$ cat src/rtl/basic_handshake_pkg.sv
// Types shared by both ends of the valid/busy handshake.
package basic_handshake_pkg;
   localparam int DSIZE_DEFAULT = 4;
   typedef logic [DSIZE_DEFAULT-1:0] data_t;
endpackage

$ cat src/rtl/basic_handshake_completer_fifo.sv
// Storage, wrapping read/write pointers and explicit occupancy counter.
// Any DEPTH >= 2 works; pointers wrap at DEPTH-1, not at a power of two.
module basic_handshake_completer_fifo
   import basic_handshake_pkg::*;
#(
   parameter int DSIZE = DSIZE_DEFAULT,
   parameter int DEPTH = 4
) (
   input  logic                       clk,
   input  logic                       rstn,
   input  logic                       push,
   input  logic                       pop,
   input  logic [DSIZE-1:0]           wdata,
   output logic [DSIZE-1:0]           rdata,
   output logic [$clog2(DEPTH+1)-1:0] count,
   output logic [$clog2(DEPTH+1)-1:0] count_next
);
   localparam int CW = $clog2(DEPTH+1);
   localparam int AW = $clog2(DEPTH);

   logic [DSIZE-1:0] mem_q [DEPTH];
   logic [AW-1:0]    wptr_q, wptr_d;
   logic [AW-1:0]    rptr_q, rptr_d;
   logic [CW-1:0]    count_q, count_d;

   always_comb begin
      wptr_d  = wptr_q;
      rptr_d  = rptr_q;
      count_d = count_q + CW'(push) - CW'(pop);
      if (push) wptr_d = (wptr_q == AW'(DEPTH-1)) ? '0 : wptr_q + AW'(1);
      if (pop)  rptr_d = (rptr_q == AW'(DEPTH-1)) ? '0 : rptr_q + AW'(1);
   end

   always_ff @(posedge clk or negedge rstn) begin
      if (!rstn) begin
         wptr_q  <= '0;
         rptr_q  <= '0;
         count_q <= '0;
      end else begin
         wptr_q  <= wptr_d;
         rptr_q  <= rptr_d;
         count_q <= count_d;
      end
   end

   // Data array needs no reset: it is only observed when count is non-zero.
   always_ff @(posedge clk) begin
      if (push) mem_q[wptr_q] <= wdata;
   end

   assign rdata      = mem_q[rptr_q];
   assign count      = count_q;
   assign count_next = count_d;
endmodule

$ cat src/rtl/basic_handshake_completer.sv
// Completer end of the valid/busy handshake: FIFO, registered busy, overflow flag.
// Optional: BASIC_HANDSHAKE_COMPLETER_OVF_CHECK_EN enables sticky err_overflow + assertion.
module basic_handshake_completer
   import basic_handshake_pkg::*;
#(
   parameter int DSIZE = DSIZE_DEFAULT,
   parameter int DEPTH = 4
) (
   input  logic                       clk,
   input  logic                       rstn,
   input  logic                       valid_in,
   input  logic [DSIZE-1:0]           data_in,
   output logic                       busy,
   output logic                       dout_valid,
   output logic [DSIZE-1:0]           dout,
   input  logic                       dout_ready,
   output logic [$clog2(DEPTH+1)-1:0] count,
   output logic                       err_overflow
);
   localparam int CW = $clog2(DEPTH+1);

   logic             push, pop, full;
   logic [CW-1:0]    count_next;
   logic [DSIZE-1:0] rdata;
   logic             busy_q, busy_d;

   assign dout_valid = (count != '0);
   assign full       = (count == CW'(DEPTH));
   assign pop        = dout_valid & dout_ready;
   // A pop on the same edge frees the slot, so a full FIFO can still accept.
   assign push       = valid_in & (~full | pop);
   assign dout       = dout_valid ? rdata : '0;

   basic_handshake_completer_fifo #(.DSIZE(DSIZE), .DEPTH(DEPTH)) u_fifo (
      .clk        (clk),
      .rstn       (rstn),
      .push       (push),
      .pop        (pop),
      .wdata      (data_in),
      .rdata      (rdata),
      .count      (count),
      .count_next (count_next)
   );

   // Threshold at DEPTH-1 leaves one slot for the word already in flight.
   always_comb busy_d = (count_next >= CW'(DEPTH-1));

   always_ff @(posedge clk or negedge rstn) begin
      if (!rstn) busy_q <= 1'b0;
      else       busy_q <= busy_d;
   end
   assign busy = busy_q;

`ifdef BASIC_HANDSHAKE_COMPLETER_OVF_CHECK_EN
   logic ovf, err_q, err_d;
   assign ovf = valid_in & full & ~pop;
   always_comb err_d = err_q | ovf;

   always_ff @(posedge clk or negedge rstn) begin
      if (!rstn) err_q <= 1'b0;
      else       err_q <= err_d;
   end
   assign err_overflow = err_q;

   a_no_overflow: assert property (@(posedge clk) disable iff (!rstn) !ovf);
`else
   assign err_overflow = 1'b0;
`endif
endmodule

$ cat config.mk
export PLATFORM = sky130hd
export DESIGN_NAME = basic_handshake_completer
export DESIGN_NICKNAME = d
export VERILOG_FILES = /design/src/rtl/basic_handshake_pkg.sv /design/src/rtl/basic_handshake_completer_fifo.sv /design/src/rtl/basic_handshake_completer.sv
export SDC_FILE = /design/constraint.sdc
export NUM_CORES = 1
export LEC_CHECK = 0
export BUFFER_PORTS_ARGS = -buffer_cell sky130_fd_sc_hd__buf_2
export CAP_MARGIN = 40
export CORE_MARGIN = 5
export CORE_UTILIZATION = 53
export DETAILED_ROUTE_END_ITERATION = 6
export HOLD_SLACK_MARGIN = 0.02
export PLACE_DENSITY = 0.76
export SLEW_MARGIN = 25
export SYNTH_ARGS = -nofsm -noshare
export SYNTH_HDL_FRONTEND = slang
export SYNTH_HIERARCHICAL = 1
export SYNTH_SLANG_ARGS = --single-unit
export TNS_END_PERCENT = 5
$ cat constraint.sdc
create_clock -name clk -period 2.45 [get_ports clk]
set_input_delay 0.49 -clock clk [delete_from_list [all_inputs] [get_ports clk]]
set_output_delay 0.49 -clock clk [all_outputs]
set_load 0.1 [all_outputs]
==> results of run 1 <==
## area by class of cell
cell class                 instances  area [um^2]
clock buffer                       3         22.5
clock inverter                     1         30.0
fill                             174          667
inverter                           8         30.0
multi-input combinational         34          379
sequential                        24          687
tap                               27         33.8
timing repair buffer              20          113
## cells in the final DEF, fill, tap and decap left out, types with 2 or more instances in the layout
cell type	count
buf_4	3
ha_1	7
o21ai_0	2
nor2b_2	4
and2_1	4
edfxtp_1	16
mux2_2	2
dfrtp_1	5
clkbuf_4	3
dfrtp_2	2
buf_2	16
inv_1	7
mux4_2	4
## state kept, by name, summed over array words and instances (netlist names)
name / cells
u_fifo/rptr_q: 2
u_fifo/mem_q: 16
u_fifo/count: 3
u_fifo/wptr_q: 2
busy: 1
## worst reg2reg max path, delay by kind of cell, from the launching register on
kind / cells / cell delay (ns)
buffers and inverters: 4 / 0.22
flip-flops: 1 / 0.46
AO/OA/AOI/OAI: 2 / 0.58
XOR/XNOR: 2 / 0.29
adder cells (fa/ha/maj): 3 / 0.71
## through the flow
step / util [%] / hold WS [ns]
CTS: 65.2 / 0.367
detailed placement: 62.1 / 0.340
global placement: 62.1 / 0.339
floorplan: - / 0.194
global route: 66.0 / 0.373
finish: 66.0 / 0.381
## repair_timing
item                       in CTS  in global routing
resized for setup               0                  1
hold buffers                    1                  0
buffers inserted                0                  1
setup endpoints to repair       0                  1
hold endpoints to repair        8                  0
## kinds of logic (layout without fill, tap and decap cells)
group | after synthesis | after routing | share of synthesized area [%]
adders and majority gates | 8 | 8 | 9.94
DFF | 24 | 24 | 62.9
and+or+nand+nor | 13 | 13 | 7.63
other | 1 | 1 | 0.346
xor gates and xnor gates | 2 | 2 | 1.62
muxes | 6 | 6 | 10.4
AOI/OAI and AO/OA | 4 | 4 | 2.66
buffers and inverters | 10 | 32 | 4.51
## layer usage
metal / GRT usage, % / routed length (um) / vias up
met5: 0 / 0 / -
met3: 2.41 / 67 / 4
li1: - / - / 280
met2: 23.8 / 896 / 10
met4: 9.72 / 34 / 0
met1: 15.1 / 694 / 294
## worst paths after layout
check                      slack, ns             from                  to
max                             0.10  u_fifo/count[2]                busy
min in group asynchronous       0.53             rstn                busy
max reg2reg                     0.10  u_fifo/count[2]                busy
min reg2reg                     0.61  u_fifo/count[1]     u_fifo/count[2]
max in group asynchronous       1.74             rstn     u_fifo/count[2]
min                             0.38       data_in[2]  u_fifo/mem_q[3][2]
==> impl_metrics.csv, run 1 <==
group,metric,value,unit
route,route.antenna.remaining_nets,0,
die,fp.dieH,55.2,um
place,hpwl,1300,um
sta,hold_viol,0,
place,routabilityCongestion,0.767,
synth,syn_area,0.00108,mm^2
min_path,holdPathStages,1,
sta,tns,0,ns
worst_setup_path,cp.required,2.67,ns
route,wl,1690,um
clocking,clockBufferDepth,2,
route,drt-pass1-iter-count,4,
job,drv_cap,0,
worst_setup_path,crit_family,"adder cells",
final_layout,drive_above_1_share,44.4,%
clocking,clkSinkCount,24,
route,drc,0,
synth,synth_top_cell_by_area,"edfxtp_1",
sta,clock_skew,0.00206,ns
clocking,numCtsBuffers,3,
worst_setup_path,cp_cell_sequence,"inv_2 > o41a_1 > inv_1 > ha_1 > inv_1 > ha_1 > inv_1 > fa_2 > xnor2_2 > xnor2_1 > a21o_1",
synth,yosysUniqueCellTypes,20,
final_layout,diodes,0,
die,die_x,55.2,um
synth,synth_cells,68,
grt,grt_pass1_wl,2730,um
worst_setup_path,crit_fanout,3,
die,core-area,0.00196,mm^2
place,post_dp_cell_area,0.00122,mm^2
worst_setup_path,crit_type,"flip-flop to flip-flop",
final_layout,fin_area,0.00129,mm^2
clocking,clkTransAtPathRegs,0.13,ns
worst_setup_path,cp.depth,11,
clocking,cts_tree,"done",
synth,synth_commonest_cells,"16 x edfxtp_1, 8 x dfrtp_1, 8 x inv_1",
die,row_count,16,
worst_setup_path,start_kind,"flip-flop",
worst_setup_path,critPathMostFrequentCell,"inv_1",
sta,maxSlewViolCount,0,
min_path,hold_path.class,"input pin to flip-flop",
synth,synth_top_area_share,44.4,%
die,ios,18,
sta,finalCriticalPeriod,2.35,ns
synth,ys.flop_type,"edfxtp_1",
worst_setup_path,slowest_stage,"dfrtp_4",
route,wl_per_cell,14.5,um
synth,synth_async_sr_flop_share,33.3,%
outcome,status,"finished clean",
route,num_vias,588,
synth,ys_ff_latch,24,
grt,grt.overflow.total,0,
sta,setup_ws,0.101,ns
worst_setup_path,path_buf_inv,4,
grt,grt_usage,13.8,%
die,initial_utilization,55.2,%
die,die_area,0.00305,mm^2
final_layout,layout.nets,107,
final_layout,syn2layout_area_growth,19.7,%
worst_setup_path,crit_arrival,2.57,ns
clocking,cts_root_buf,"clkbuf_4",
grt,grt_pass1_vias,617,
route,viasPerCell,5.03,
place,dpl.cell_count,111,
grt,antenna_found_initial,0,
sta,max_freq,426,MHz
sta,finalCritPeriodShare,95.9,%
synth,synth.most_common_cell,"edfxtp_1",
synth,syn_avg_cell_area,15.9,um^2
synth,ys.warnings.count,6,
place,dp_slack,0.0210,ns
synth,synth_edf_count,16,
clocking,cts-htree-levels,1,
synth,seq_area_frac_synth,62.9,%
synth,synthTopCellsByArea,"edfxtp_1 44%, dfrtp_1 18%, mux4_2 8.3%",
final_layout,fin_cells,117,
worst_setup_path,reg2reg_depth,11,
worst_setup_path,cp_slowest_stage_delay,0.46,ns
route,drt_first_iter_violations,11,
synth,syn_nets,84,
grt,grt_start_max_net_pins,15,
worst_setup_path,endpoint_kind,"flip-flop",
clocking,clk_latency,0.31,ns
sta,setup_viol,0,
place,port_buffers,16,
Power of run 1 is left out: the tool's default activity adds up to more than one toggle a clock period on the data nets, which glitch-free logic cannot reach.
==> inputs of run 2 (changes only) <==
--- a/config.mk
+++ b/config.mk
@@ -8,10 +8,10 @@
 export BUFFER_PORTS_ARGS = -buffer_cell sky130_fd_sc_hd__buf_2
 export CAP_MARGIN = 40
 export CORE_MARGIN = 5
-export CORE_UTILIZATION = 53
+export CORE_UTILIZATION = 45
 export DETAILED_ROUTE_END_ITERATION = 6
 export HOLD_SLACK_MARGIN = 0.02
-export PLACE_DENSITY = 0.76
+export PLACE_DENSITY = 0.66
 export SLEW_MARGIN = 25
 export SYNTH_ARGS = -nofsm -noshare
 export SYNTH_HDL_FRONTEND = slang
==> run 2 against run 1 <==
Effect of this change: flip-flop and latch count did not move; hold slack better by 0.016 ns; global-route usage shrank 2.1 points; critical endpoint unchanged; setup slack got worse by 0.0065 ns; die area increased by 14%.
==> impl_metrics.csv, run 2 (synthesis gave the netlist of run 1 again) <==
group,metric,value,unit
sta,finalCriticalPeriod,2.36,ns
worst_setup_path,crit_type,"flip-flop to flip-flop",
worst_setup_path,worstReg2RegStart,"u_fifo/count[2]",
route,wl,1670,um
worst_setup_path,rr_endpoint,"busy",
grt,grt.overflow.total,0,
clocking,clkSinkCount,24,
sta,maxSlewViolCount,0,
final_layout,largest_reg_flops,16,
clocking,cts_root_buf,"clkbuf_4",
worst_setup_path,crit_end,"busy",
final_layout,fillers,200,
die,fp.dieH,59.0,um
place,port_buffers,16,
sta,setup_ws,0.0948,ns
outcome,status,"finished clean",
place,dp_slack,0.0106,ns
clocking,cts_tree,"done",
sta,clock_skew,0.000847,ns
grt,grt_pass1_vias,620,
route,drt-pass1-iter-count,2,
worst_setup_path,regToRegSetupSlack,0.09,ns
die,ios,18,
worst_setup_path,crit_family,"adder cells",
clocking,numCtsBuffers,3,
die,row_count,17,
route,viasPerCell,4.85,
final_layout,diodes,0,
die,initial_utilization,48.0,%
place,dpl.cell_count,112,
sta,setup_viol,0,
place,routabilityCongestion,0.635,
worst_setup_path,cp_cell_sequence,"inv_2 > o41a_1 > inv_1 > ha_1 > inv_1 > ha_1 > inv_1 > fa_2 > xnor2_2 > xnor2_1 > a21o_1",
sta,rsz0062_at_grt,"yes",
final_layout,syn2layout_area_growth,17.5,%
final_layout,regMostFlops,"u_fifo/mem_q",
sta,max_freq,425,MHz
route,num_vias,572,
sta,hold_viol,0,
route,drt_first_iter_violations,2,
sta,whs,0.397,ns
clocking,clockBufferDepth,2,
clocking,clkTransAtPathRegs,0.12,ns
sta,finalCritPeriodShare,96.1,%
grt,antenna_found_initial,0,
grt,grt_usage,11.6,%
grt,grt_start_max_net_pins,14,
worst_setup_path,start_kind,"flip-flop",
grt,grt_pass1_wl,2910,um
die,die_area,0.00349,mm^2
min_path,hold_path.class,"input pin to flip-flop",
worst_setup_path,setup.worst_path.start,"u_fifo/count[2]",
final_layout,drive_above_1_share,44.4,%
worst_setup_path,cp.depth,11,
final_layout,layout.nets,107,
place,hpwl,1280,um
worst_setup_path,crit_arrival,2.56,ns
die,die_x,59.0,um
final_layout,fin_cells,118,
job,drv_cap,0,
worst_setup_path,endpoint_kind,"flip-flop",
worst_setup_path,critPathMostFrequentCell,"inv_1",
worst_setup_path,crit_fanout,4,
route,route.antenna.remaining_nets,0,
die,core-area,0.00225,mm^2
worst_setup_path,slowest_stage,"dfrtp_4",
final_layout,final_cell_mix,"16 x buf_2, 16 x edfxtp_1, 7 x inv_1, 7 x ha_1",
route,wl_per_cell,14.2,um
worst_setup_path,path_buf_inv,4,
clocking,clk_latency,0.30,ns
final_layout,fin_util,56.4,%
worst_setup_path,cp.required,2.66,ns
worst_setup_path,reg2reg_depth,11,
route,drc,0,
worst_setup_path,cp_slowest_stage_delay,0.47,ns
clocking,cts-htree-levels,1,
## run 2: layout make-up
cell class / instances / area, um^2 / area share [%]
Clock buffer: 3 / 22.5 / 1.77
Clock inverter: 1 / 3.75 / 0.295
Inverter: 8 / 30.0 / 2.36
Multi-Input combinational cell: 34 / 379 / 29.8
Sequential cell: 24 / 688 / 54.1
Tap cell: 28 / 35.0 / 2.76
Timing Repair Buffer: 20 / 113 / 8.86
## run 2: metrics by stage
step | area [um^2] | setup TNS (ns)
2_1_floorplan | 1110 | -0.0992
3_3_place_gp | 1220 | 0
3_5_place_dp | 1220 | 0
4_1_cts | 1250 | 0
5_1_grt | 1270 | -0.0204
6_report | 1270 | 0
## run 2: layer usage
metal | part of all wire, % | routed length [um] | global-route usage [%] | vias up
met5 | 0 | 0 | 0 | -
met3 | 5.5 | 92 | 2.18 | 2
li1 | - | - | - | 280
met2 | 49 | 813 | 18.1 | 13
met4 | 0.72 | 12 | 5.83 | 0
met1 | 45 | 754 | 15.5 | 277
## run 2: worst min-delay path by stage
| stage | slack [ns] | depth (start not counted) | startpoint | endpoint |
|---|---|---|---|---|
| floorplan | 0.19 | 0 | rstn | busy |
| CTS | 0.38 | 1 | data_in[0] | u_fifo/mem_q[2][0] |
| global placement | 0.35 | 1 | rstn | u_fifo/wptr_q[0] |
| detailed placement | 0.35 | 1 | rstn | u_fifo/wptr_q[0] |
| global route | 0.38 | 1 | data_in[0] | u_fifo/mem_q[2][0] |
| finish | 0.40 | 1 | data_in[2] | u_fifo/mem_q[1][2] |
## run 2: repair_timing
item                                    CTS  global route
setup buffers                             0             1
resized for setup                         0             2
endpoints found under the setup margin    0             5
endpoints found under the hold margin     8             0
hold buffers                              1             0
Power of run 2 is left out for the same reason.
==> inputs of run 3 (changes only) <==
--- a/config.mk
+++ b/config.mk
@@ -12,6 +12,7 @@
 export DETAILED_ROUTE_END_ITERATION = 6
 export HOLD_SLACK_MARGIN = 0.02
 export PLACE_DENSITY = 0.66
+export REMOVE_ABC_BUFFERS = 1
 export SLEW_MARGIN = 25
 export SYNTH_ARGS = -nofsm -noshare
 export SYNTH_HDL_FRONTEND = slang
==> run 3 against run 2 <==
Effect of this change: via count grew 2.1%; critical endpoint unchanged; critical path type unchanged; global-route usage decreased by 0.49 points; clock skew up 0.0062 ns; largest cell class unchanged; first-iteration DRC count up 50%; final cell count increased by 0.85%.
==> impl_metrics.csv, run 3 (synthesis gave the netlist of run 1 again) <==
group,metric,value,unit
worst_setup_path,crit_fanout,4,
final_layout,diodes,0,
final_layout,layout.nets,108,
die,fp.dieH,59.0,um
worst_setup_path,crit_arrival,2.54,ns
place,port_buffers,16,
grt,grt_start_max_net_pins,14,
sta,max_freq,429,MHz
worst_setup_path,cp.depth,11,
route,viasPerCell,4.91,
clocking,cts-htree-levels,1,
grt,grt_pass1_vias,621,
worst_setup_path,cp_cell_sequence,"inv_1 > o41a_1 > inv_1 > ha_1 > inv_1 > ha_1 > inv_1 > fa_2 > xnor2_2 > xnor2_1 > a21o_1",
grt,grt.overflow.total,0,
clocking,cts_root_buf,"clkbuf_4",
worst_setup_path,start_kind,"flip-flop",
worst_setup_path,endpoint_kind,"flip-flop",
place,hpwl,1230,um
min_path,hold_path.class,"input pin to flip-flop",
worst_setup_path,cp_slowest_stage_delay,0.43,ns
grt,grt_usage,11.1,%
worst_setup_path,crit_family,"adder cells",
worst_setup_path,crit_type,"flip-flop to flip-flop",
die,die_area,0.00349,mm^2
clocking,cts_tree,"done",
final_layout,regMostFlops,"u_fifo/mem_q",
route,wl_per_cell,13.5,um
die,row_count,17,
sta,finalCriticalPeriod,2.33,ns
min_path,holdPathStages,1,
clocking,clkTransAtPathRegs,0.12,ns
sta,tns,0,ns
clocking,numCtsBuffers,3,
sta,clock_skew,0.00701,ns
final_layout,drive_above_1_share,36.3,%
worst_setup_path,path_buf_inv,4,
grt,grt_pass1_wl,2750,um
die,die_x,59.0,um
sta,finalCritPeriodShare,95.1,%
route,route.antenna.remaining_nets,0,
worst_setup_path,cp.required,2.66,ns
sta,setup_viol,0,
route,drc,0,
route,drt-pass1-iter-count,3,
sta,maxSlewViolCount,0,
route,num_vias,584,
clocking,clkSinkCount,24,
die,initial_utilization,48.0,%
final_layout,fillers,193,
clocking,clockBufferDepth,2,
worst_setup_path,critPathMostFrequentCell,"inv_1",
worst_setup_path,reg2reg_depth,11,
place,routabilityCongestion,0.735,
final_layout,largest_reg_flops,16,
route,drt_first_iter_violations,3,
grt,antenna_found_initial,0,
sta,rsz0062_at_grt,"no",
clocking,clk_latency,0.31,ns
outcome,status,"finished clean",
worst_setup_path,slowest_stage,"o41a_1",
die,core-area,0.00225,mm^2
route,wl,1610,um
final_layout,syn2layout_area_growth,16.1,%
die,ios,18,
sta,hold_viol,0,
job,drv_cap,0,
final_layout,final_cell_mix,"16 x buf_2, 16 x edfxtp_1, 8 x inv_1",
run 3: changes by cell type in the layout (fill, tap and decap cells not counted), sizes merged:
cell	change
buf	+1
clkbuf	+1
clkinv	-1
run 3: cell type report:
class                           instances  area, um^2  area share (%)
Clock buffer                            4        26.3            2.09
Inverter                                8        30.0            2.39
Multi-Input combinational cell         34         363            28.9
Sequential cell                        24         682            54.3
Tap cell                               28        35.0            2.79
Timing Repair Buffer                   21         120            9.56
run 3: metal layers:
layer / up-vias / part of all wire (%) / global-route usage [%]
li1: 281 / - / -
met1: 288 / 40 / 13.4
met2: 11 / 53 / 17.8
met3: 4 / 4.2 / 1.53
met4: 0 / 3.1 / 8.74
met5: - / 0 / 0
run 3: final timing paths:
check	from	endpoint	slack, ns
setup / recovery	u_fifo/count[2]	busy	0.12
hold / removal	data_in[1]	u_fifo/mem_q[0][1]	0.39
setup reg to reg	u_fifo/count[2]	busy	0.12
min in group asynchronous	rstn	u_fifo/rptr_q[0]	0.54
max in group asynchronous	rstn	u_fifo/count[1]	1.74
hold reg to reg	u_fifo/count[1]	u_fifo/count[2]	0.60
run 3: worst register-to-register path, delay by kind of cell, from the launching register on:
family | cells | cell delay (ns)
xor gates and xnor gates | 2 | 0.30
DFF | 1 | 0.42
buffers and inverters | 4 | 0.23
adders and majority gates | 3 | 0.69
AOI/OAI and AO/OA | 2 | 0.59
run 3: repair_timing:
action                                 in CTS  in global routing
setup buffers                               0                  1
endpoints found under the hold margin       8                  0
setup endpoints to repair                   0                  1
gates resized for setup                     0                  3
hold buffers                                1                  0
run 3: per-stage QoR:
step           instance area, um^2  hold slack [ns]  util, %  std cells  worst slack [ns]
6_report                      1260            0.386     55.7        119             0.119
5_1_grt                       1260            0.373     55.7        119           0.00728
4_1_cts                       1240            0.375     54.9        118            0.0492
3_5_place_dp                  1200            0.339     53.3        113           -0.0757
3_3_place_gp                  1200            0.344     53.3        113           -0.0151
2_1_floorplan                 1060            0.194        -         66            -0.596
Power of run 3 is left out for the same reason.
